==> config.mk <==
export PLATFORM = sky130hd
export DESIGN_NAME = cpu_writeback
export DESIGN_NICKNAME = d
export VERILOG_FILES = /design/src/rtl/cpu_writeback_pkg.sv /design/src/rtl/cpu_writeback_registers.sv /design/src/rtl/cpu_writeback.sv
export SDC_FILE = /design/constraint.sdc
export NUM_CORES = 2
export LEC_CHECK = 0
export BUFFER_PORTS_ARGS = -buffer_cell sky130_fd_sc_hd__buf_2
export CELL_PAD_IN_SITES_DETAIL_PLACEMENT = 2
export CELL_PAD_IN_SITES_GLOBAL_PLACEMENT = 2
export CORE_MARGIN = 4
export CORE_UTILIZATION = 46
export CTS_BUF_LIST = sky130_fd_sc_hd__clkbuf_4 sky130_fd_sc_hd__clkbuf_8 sky130_fd_sc_hd__clkbuf_16
export CTS_CLUSTER_DIAMETER = 120
export DETAILED_ROUTE_END_ITERATION = 12
export PLACE_DENSITY_LB_ADDON = 0.1
export SLEW_MARGIN = 10
export SYNTH_ARGS = -nofsm -noshare
export SYNTH_HDL_FRONTEND = slang
export SYNTH_SLANG_ARGS = --single-unit
==> constraint.sdc <==
create_clock -name i_clock -period 6.24 [get_ports i_clock]
set_input_delay 1.56 -clock i_clock [delete_from_list [all_inputs] [get_ports i_clock]]
set_output_delay 1.56 -clock i_clock [all_outputs]
set_load 0.02 [all_outputs]
==> src/rtl/cpu_writeback_pkg.sv <==
// Shared types and constants for the writeback stage.
// Holds the memory/writeback bundles, register-file widths and FSM encoding.
package cpu_writeback_pkg;

    localparam int XLEN       = 32;
    localparam int REG_ADDR_W = 5;
    localparam int RETIRE_W   = 64;

    localparam logic [REG_ADDR_W-1:0] X0_INDEX = '0;

    typedef struct packed {
        logic [XLEN-1:0]       rd;
        logic [REG_ADDR_W-1:0] inst_rd;
        logic                  strobe;
    } memory_data_t;

    typedef struct packed {
        logic [REG_ADDR_W-1:0] inst_rd;
        logic [XLEN-1:0]       rd;
        logic                  strobe;
    } writeback_data_t;

    // One-hot so a corrupted state is detectable and recoverable.
    typedef enum logic [1:0] {
        WB_CLEAR = 2'b01,
        WB_RUN   = 2'b10
    } wb_state_t;

    // Index names a real, writable register (not x0, not past RV32E top).
    function automatic logic reg_writable(
        input logic [REG_ADDR_W-1:0] idx,
        input int                    count
    );
        return (idx != X0_INDEX) && (int'(idx) < count);
    endfunction

endpackage

==> src/rtl/cpu_writeback_registers.sv <==
// Architectural register array: one sync write port, two async read ports.
// Reads forward the in-flight commit value so decode sees it the same cycle.
module cpu_writeback_registers
    import cpu_writeback_pkg::*;
#(
    parameter int REGISTER_COUNT = 32
) (
    input  logic                  i_clock,
    input  logic                  i_we,
    input  logic [REG_ADDR_W-1:0] i_waddr,
    input  logic [XLEN-1:0]       i_wdata,
    input  logic                  i_bypass_en,
    input  logic                  i_read_en,
    input  logic [REG_ADDR_W-1:0] i_rs1_index,
    output logic [XLEN-1:0]       o_rs1,
    input  logic [REG_ADDR_W-1:0] i_rs2_index,
    output logic [XLEN-1:0]       o_rs2
);

    localparam int IW = $clog2(REGISTER_COUNT);

    logic [XLEN-1:0] r_regs [REGISTER_COUNT];

    // Single write port shared by the clear sweep and commits.
    always_ff @(posedge i_clock) begin
        if (i_we) begin
            r_regs[i_waddr[IW-1:0]] <= i_wdata;
        end
    end

    function automatic logic [XLEN-1:0] read_port(
        input logic [REG_ADDR_W-1:0] idx
    );
        logic [XLEN-1:0] v;
        v = '0;
        if (i_read_en && reg_writable(idx, REGISTER_COUNT)) begin
            if (i_bypass_en && (i_waddr == idx)) begin
                v = i_wdata;
            end else begin
                v = r_regs[idx[IW-1:0]];
            end
        end
        return v;
    endfunction

    // Port 1 read with same-cycle commit forwarding.
    always_comb begin
        o_rs1 = read_port(i_rs1_index);
    end

    // Port 2 read with same-cycle commit forwarding.
    always_comb begin
        o_rs2 = read_port(i_rs2_index);
    end

endmodule

==> src/rtl/cpu_writeback.sv <==
// Writeback stage: clears the register file after reset, then commits
// memory-stage results via strobe toggles and counts retired instructions.
module cpu_writeback
    import cpu_writeback_pkg::*;
#(
    parameter int REGISTER_COUNT = 32
) (
    input  logic                  i_clock,
    input  logic                  i_reset,
    input  memory_data_t          i_data,
    output logic                  o_busy,
    output logic                  o_ready,
    input  logic [REG_ADDR_W-1:0] i_rs1_index,
    output logic [XLEN-1:0]       o_rs1,
    input  logic [REG_ADDR_W-1:0] i_rs2_index,
    output logic [XLEN-1:0]       o_rs2,
    output writeback_data_t       o_data,
    output logic [RETIRE_W-1:0]   o_retired
);

    localparam logic [REG_ADDR_W-1:0] LAST_INDEX =
        REG_ADDR_W'(REGISTER_COUNT - 1);

    wb_state_t             r_state;
    wb_state_t             w_next_state;
    logic [REG_ADDR_W-1:0] r_clear_index;
    logic [REG_ADDR_W-1:0] w_next_clear_index;
    logic                  r_last_strobe;
    writeback_data_t       r_data;
    logic [RETIRE_W-1:0]   r_retired;

    logic                  w_running;
    logic                  w_accept;
    logic                  w_commit_write;
    logic                  w_clear_write;
    logic                  w_rf_we;
    logic [REG_ADDR_W-1:0] w_rf_waddr;
    logic [XLEN-1:0]       w_rf_wdata;

    assign w_running = (r_state == WB_RUN);

    // Reset suppresses any commit that would land on the same edge.
    assign w_accept = !i_reset && w_running &&
                      (i_data.strobe != r_last_strobe);

    assign w_commit_write = w_accept &&
                            reg_writable(i_data.inst_rd, REGISTER_COUNT);

    assign w_clear_write = !i_reset && (r_state == WB_CLEAR);

    assign w_rf_we    = w_clear_write || w_commit_write;
    assign w_rf_waddr = w_clear_write ? r_clear_index : i_data.inst_rd;
    assign w_rf_wdata = w_clear_write ? '0 : i_data.rd;

    assign o_busy    = !w_running;
    assign o_ready   = w_running;
    assign o_data    = r_data;
    assign o_retired = r_retired;

    // State and sweep index registers.
    always_ff @(posedge i_clock) begin
        if (i_reset) begin
            r_state       <= WB_CLEAR;
            r_clear_index <= '0;
        end else begin
            r_state       <= w_next_state;
            r_clear_index <= w_next_clear_index;
        end
    end

    // Sweep one entry per cycle, then hold RUN until the next reset.
    always_comb begin
        w_next_state       = r_state;
        w_next_clear_index = r_clear_index;
        unique case (r_state)
            WB_CLEAR: begin
                w_next_clear_index = r_clear_index + 1'b1;
                if (r_clear_index == LAST_INDEX) begin
                    w_next_state = WB_RUN;
                end
            end
            WB_RUN: begin
                w_next_state = WB_RUN;
            end
            default: begin
                w_next_state       = WB_CLEAR;
                w_next_clear_index = '0;
            end
        endcase
    end

    // Commit bookkeeping: handshake edge, last-commit bundle, retire count.
    always_ff @(posedge i_clock) begin
        if (i_reset) begin
            r_last_strobe <= 1'b0;
            r_data        <= '0;
            r_retired     <= '0;
        end else if (w_accept) begin
            r_last_strobe  <= i_data.strobe;
            r_data.inst_rd <= i_data.inst_rd;
            r_data.rd      <= i_data.rd;
            r_data.strobe  <= ~r_data.strobe;
            r_retired      <= r_retired + 1'b1;
        end
    end

    cpu_writeback_registers #(
        .REGISTER_COUNT(REGISTER_COUNT)
    ) u_registers (
        .i_clock     (i_clock),
        .i_we        (w_rf_we),
        .i_waddr     (w_rf_waddr),
        .i_wdata     (w_rf_wdata),
        .i_bypass_en (w_commit_write),
        .i_read_en   (w_running),
        .i_rs1_index (i_rs1_index),
        .o_rs1       (o_rs1),
        .i_rs2_index (i_rs2_index),
        .o_rs2       (o_rs2)
    );

endmodule

[Yosys cells after proc, flatten, opt, wreduce, memory -nomap -nowiden]
Memories as Yosys holds them, arrays and structs flattened.
Index checks and enable logic that the tools add are counted.
Operators by class
  add/sub/neg operators: 2
  equality and inequality tests: 7
  mux-type cells: 11
  bitwise logic cells: 1
  reductions and logical operators: 14
Operators by type and width (number)
  $mux 32: 5
  $add 64x1->64 const B: 1
  $reduce_bool 5->1: 3
  $eq 5x5->1: 2
  $pmux 5 s2: 1
  $logic_and 1x1->1: 8
  $add 5x1->5 const B: 1
  $eq 5x5->1 const B: 1
  $mux 5: 1
  $pmux 2 s2: 1
  $eq 2x1->1 const B: 1
  $eq 2x2->1 const B: 1
  $logic_not 1->1: 2
  $mux 1: 2
  $mux 2: 1
  $ne 2x1->1 const B: 1
  $logic_or 1x1->1: 1
  $ne 1x1->1: 1
  $not 1->1: 1
Storage, ports and cells
  flip-flop bits (word level): 110
  bits in writable memories: 1024
  memories: 1
Memory list
  u_registers.r_regs: depth 32, width 32, read ports 2, clocked after memory_dff 0, wr ports 1, RTL line cpu_writeback_registers.sv:22  | logic [XLEN-1:0] r_regs [REGISTER_COUNT];

[Depth between registers and ports, before layout]
  depth in word-level cells: 7
  gate-level depth with buffers: 12
  mapped depth without buffers: 8

[Cells and area by module]
Synthesis repeated with hierarchy kept, for this count alone.
Second synthesis, totals
  cells, all modules: 3249
  area, all modules: 53131.0 um^2
Modules (own cells, without submodules)
  cpu_writeback_registers: times used 1, cells an instance 2594, area an instance 47938.5 um^2, sequential area each 30749.5 um^2
  cpu_writeback: times used 1, cells an instance 655, area an instance 5192.5 um^2, sequential area each 2202.1 um^2

[Worst setup path after synthesis]
OpenSTA, ideal clock, no wires.
  path kind: input-to-output
  from: input port i_reset
  to: output port o_rs1[15]
  arrival time: 3494 ps
  data required time: 4680 ps
  setup slack: 1186 ps
  stages on the path: 8
  buffers on the path: 2
  cell sequence: nor2b_1 > buf_6 > mux2i_4 > xnor2_1 > a2111oi_4 > buf_6 > a211oi_1 > a211oi_1
Between the ends
  cells in the longest elaborated chain, start to end: 7
  elaborated cells between the ends (all ways): 11
  those cells by class: eq/ne (1); mux (4); reduce/logical (6)
RTL lines
  start: declaration: RTL line cpu_writeback.sv:9  | input logic i_reset,
  $logic_not 1->1 *: RTL line cpu_writeback.sv:43, cpu_writeback.sv:49
  $logic_and 1x1->1, on equally long branches: RTL line cpu_writeback.sv:49, cpu_writeback.sv:43
  $mux 5 or $logic_and 1x1->1 (tied branches): RTL line cpu_writeback.sv:52, cpu_writeback.sv:43
  $eq 5x5->1 or $logic_and 1x1->1 (tied branches): RTL line cpu_writeback_registers.sv:37, cpu_writeback.sv:46
  $logic_and 1x1->1: RTL line cpu_writeback_registers.sv:37  | if (i_bypass_en && (i_waddr == idx)) begin
  $mux 32 *: RTL line cpu_writeback_registers.sv:37
  $mux 32 *: RTL line cpu_writeback_registers.sv:36  | if (i_read_en && reg_writable(idx, REGISTER_COUNT)) begin
  end: declaration: RTL line cpu_writeback.sv:14  | output logic [XLEN-1:0] o_rs1,
Every way passes the cells marked *; elsewhere a longest branch is shown, timed or not.

[Worst setup path after layout]
  from: input port i_rs1_index[2]
  to: output port o_rs1[2]
Between the ends
  cells in the longest elaborated chain, start to end: 4
  elaborated cells between the ends (all ways): 7
  those cells by class: eq/ne (1); mux (2); reduce/logical (3); memory (1)
RTL lines
  start: declaration: RTL line cpu_writeback.sv:13  | input logic [REG_ADDR_W-1:0] i_rs1_index,
  parallel branches: the longest is 3 deep, another holds $mem_v2 32x32
  $mux 32 *: RTL line cpu_writeback_registers.sv:36
Every way passes the cells marked *.

==> summary.txt <==
Route
  • DRC: 0
  • Routed WL: 213,000 um
  • Top layer reached by signal wires: met5
  • Via density: 6.99
  • Antenna Nets Post-Route: 0
  • Initial DRT Pass Iterations: 5
  • M1 WL: 79,800 um
  • Met2 Wirelength: 103,000 um
  • Vias: 36,500
  • DR WL met3: 16,900 um
  • Post-DR wirelength/cell: 40.7 um
  • Initial DRC Count: 4,393

Finish
  • Storage cell area: 33,000 sq um
  • Final non-filler cell total: 5,229
  • Share of cells above drive strength 1: 25.0%
  • Nets: 3,672
  • Area grow syn2layout: 15.5%
  • Multi-input gate area: 18,600 sq um
  • # fillers: 10,100

Clocking
  • Root buffer cell: clkbuf_16
  • CTS Buf Count: 121
  • Clk slew on worst S/H paths: 0.06 ns
  • Clock tree buffer depth: 3
  • Hold Buf Count CTS: 0
  • Clk sinks: 1,134
  • CTS tree: yes
  • Clk_lat worst skew: 0.75 ns
  • H-tree depth: 3

Worst setup path
  • Crit Reg-Reg Startpoint: r_state[1]$_SDFFE_PP0P_
  • Crit path buf inv count: 3
  • Kind of critical path: in2out
  • Required time worst endpoint: 4.68 ns
  • Max Fanout on Critical Path: 18
  • CP Launch Type: input pin
  • RR Endpoint: u_registers.r_regs[9][3]$_DFFE_PP_
  • CP arrival: 4.51 ns
  • Max incr delay on CP: 0.84 ns
  • Setup crit end kind: output pin
  • Slowest stage cell, crit path: and3b_2
  • Worst reg2reg path depth: 9
  • Family with the most delay on the worst path: simple AND/OR/NAND/NOR gates
  • Stages on worst setup path: 9
  • Crit path cell chain: buf_2, nor2b_1, and3b_2, buf_4, a22oi_1, nand4_1, or3_1, a21oi_1, buf_2
  • R2R setup slack: 2.04 ns
  • Most used cell, CP: buf_2

Yosys
  • Netlist cell types: 55
  • Async SR Flop Fraction: 0%
  • Synth Flop Type: edfxtp_1
  • Seq/Total Area, Yosys: 62.9%
  • EDFF count, synth: 1,024
  • Syn Nets: 3,425
  • Syn Area/Cell: 15.6 sq um
  • Mapped cell area: 52,400 sq um
  • Synth warn: 0
  • Post-synthesis register bit count: 1,134
  • Gate Count Post-Synth: 3,370

Floorplan
  • Die height: 346 um
  • Effective utilization at floorplan: 46.5%
  • Core area: 113,000 sq um
  • Area of the die: 119,000 sq um
  • DIE WIDTH: 346 um
  • Rows: 123
  • Top Ports: 218

Timing
  • Worst Tran Pin Value: 1.30 ns
  • Fin crit share: 97.2%
  • Slew Viols, Final: 0
  • RSZ-0062 raised after global routing: no
  • Final hold violations: 0
  • Final Setup Violations: 0
  • Slew Limit Headroom: 13.0%
  • Final hold slack: 0.460 ns
  • Worst Skew: 0.0271 ns
  • Fmax: 165 MHz
  • Worst setup margin: 0.173 ns
  • Final min period: 6.07 ns

Global route
  • Global route overflow: 0
  • First-pass GRT wire length: 298,000 um
  • Initial antenna violation count: 4
  • Vias in the first global route: 38,800
  • Largest net degree at the start of global routing: 105
  • GRT Total Usage: 34.6%

Job
  • Max-cap violations: 0

Min path
  • Min-delay src: o_data[30]$_SDFFE_PP0P_
  • Hold Path Class: reg2reg
  • Hold Path Stages: 2
  • Hold Path End: o_data[30]$_SDFFE_PP0P_

Placement
  • Place WS: -0.0913 ns
  • Inst Count DP: 4,991
  • GPL Wtd Cong: 0.837
  • Buffers on Ports: 217
  • Hpwl dp: 125,000 um

Power
  • Worst IR Drop VDD: 0.250 mV
  • Power Density: 311 nW/um^2
  • LEAKAGE: 21.0 nW

Outcome
  • Status: finished, final reports clean
## how the worst max path moves through the flow
stage | end | slack (ns) | startpoint
final | o_rs1[2] | 0.17 | i_rs1_index[2]
after floorplan | o_rs1[15] | 1.19 | i_reset
after CTS | o_rs2[31] | 0.16 | i_reset
after detailed placement | o_rs2[31] | -0.09 | i_reset
after global placement | o_rs2[31] | -0.05 | i_reset
after global routing | o_rs2[31] | 0.1 | i_reset
## tightest hold or removal path, delay by kind of cell, from the launching register on
kind / cells / cell delay (ns)
flip-flops: 1 / 0.31
AO/OA/AOI/OAI: 1 / 0.05
AND/OR/NAND/NOR: 1 / 0.05
## registers in the layout, indices dropped and copies added (netlist names)
| name | count |
|---|---|
| r_clear_index | 5 |
| u_registers.r_regs | 1024 |
| r_last_strobe | 1 |
| o_retired | 64 |
| o_data | 38 |
| r_state | 2 |
## power by group
| group | leakage (nW) | total, mW | internal [mW] | switching [mW] |
|---|---|---|---|---|
| Sequential | 10.2 | 8.92 | 8.80 | 0.119 |
| Clock | 2.07 | 7.54 | 4.34 | 3.19 |
| Combinational | 8.74 | 2.36 | 0.705 | 1.66 |
## metal layers
layer  vias to the layer above  GRT usage [%]
met1                     19600           44.0
li1                      14200              -
met5                         -              0
met2                      2042           57.7
met3                       609           5.98
met4                         2           16.9
## cells in the final DEF, fill, tap and decap left out, types with 5 or more instances in the layout
cell type  instances
and4_1             8
nand3b_1           7
xor2_1            24
nor2b_1           13
o22ai_1          128
ha_1               5
nor4_1            46
and2_1            37
mux4_2           260
nor3_1            13
bufinv_16          9
nor2_4            34
inv_1             16
a22oi_1          252
diode_2            5
edfxtp_1        1024
clkbuf_4          41
mux2i_1          510
and3_1            11
a22o_1            32
and3_2             5
clkinv_2          15
clkinv_1          17
clkbuf_8          15
clkbuf_16        122
xnor2_1           37
o21ai_0           22
nand3_1           24
nand2_1          152
buf_4            137
dfxtp_1          110
nor2_1            63
or3_1             46
and2_2             5
buf_2            213
buf_12            37
a21oi_1           88
nand4_1           85
## logic make-up (layout without fill, tap and decap cells)
logic type / after synthesis / after routing / synth area share, %
flip-flops: 1134 / 1134 / 62.9
AND/OR/NAND/NOR: 576 / 576 / 5.73
other: 0 / 5 / 0
XOR/XNOR: 61 / 61 / 1.02
AO/OA/AOI/OAI: 541 / 541 / 7.04
buffers and inverters: 282 / 636 / 2.29
adder cells (fa/ha/maj): 5 / 5 / 0.119
multiplexers: 771 / 771 / 20.9
## cell type report
cell class	instances	area share (%)
Timing Repair Buffer	390	4.76
Inverter	16	0.0992
Clock inverter	52	0.936
Clock buffer	178	5.89
Sequential cell	1134	54.4
Tap cell	1500	3.10
Antenna cell	5	0.0207
Multi-Input combinational cell	1954	30.8
## stage by stage
stage / total power [mW] / area, sq um / utilization (%) / TNS, ns
finish: 18.8 / 60500 / 53.7 / 0
global route: 19.3 / 60500 / 53.6 / 0
CTS: 18.8 / 60500 / 53.6 / 0
detailed placement: 11.4 / 56300 / 49.9 / -0.390
global placement: 11.2 / 56300 / 49.9 / -0.0796
floorplan: 10.3 / 52400 / - / 0
## synthesized netlist by cell type (15+ instances only)
cell      count  area share, %
nand4_1      85            1.0
nor2b_1      15           0.18
and3_1       16           0.19
edfxtp_1   1024             59
o22ai_1     128            1.5
a22oi_1     252            3.6
xnor2_1      37           0.62
nand3_1      25           0.24
and2_1       41           0.49
dfxtp_1     110            4.2
a22o_1       32           0.53
nor2_1       97           0.69
a21oi_1      88           0.84
mux2i_1     510            9.7
or3_1        47           0.56
nor4_1       47           0.56
clkbuf_1    164            1.2
inv_1        16           0.11
buf_2        84           0.80
o21ai_0      22           0.21
xor2_1       24           0.40
nand2_1     154            1.1
mux4_2      260             11
## what timing repair did
item	in CTS	in global routing
buffers inserted	3	0
endpoints found under the setup margin	16	1
pin swaps	1	0
gates resized for setup	0	1
gates cloned	0	0
Note: power is estimated with default switching activity, not from simulation.
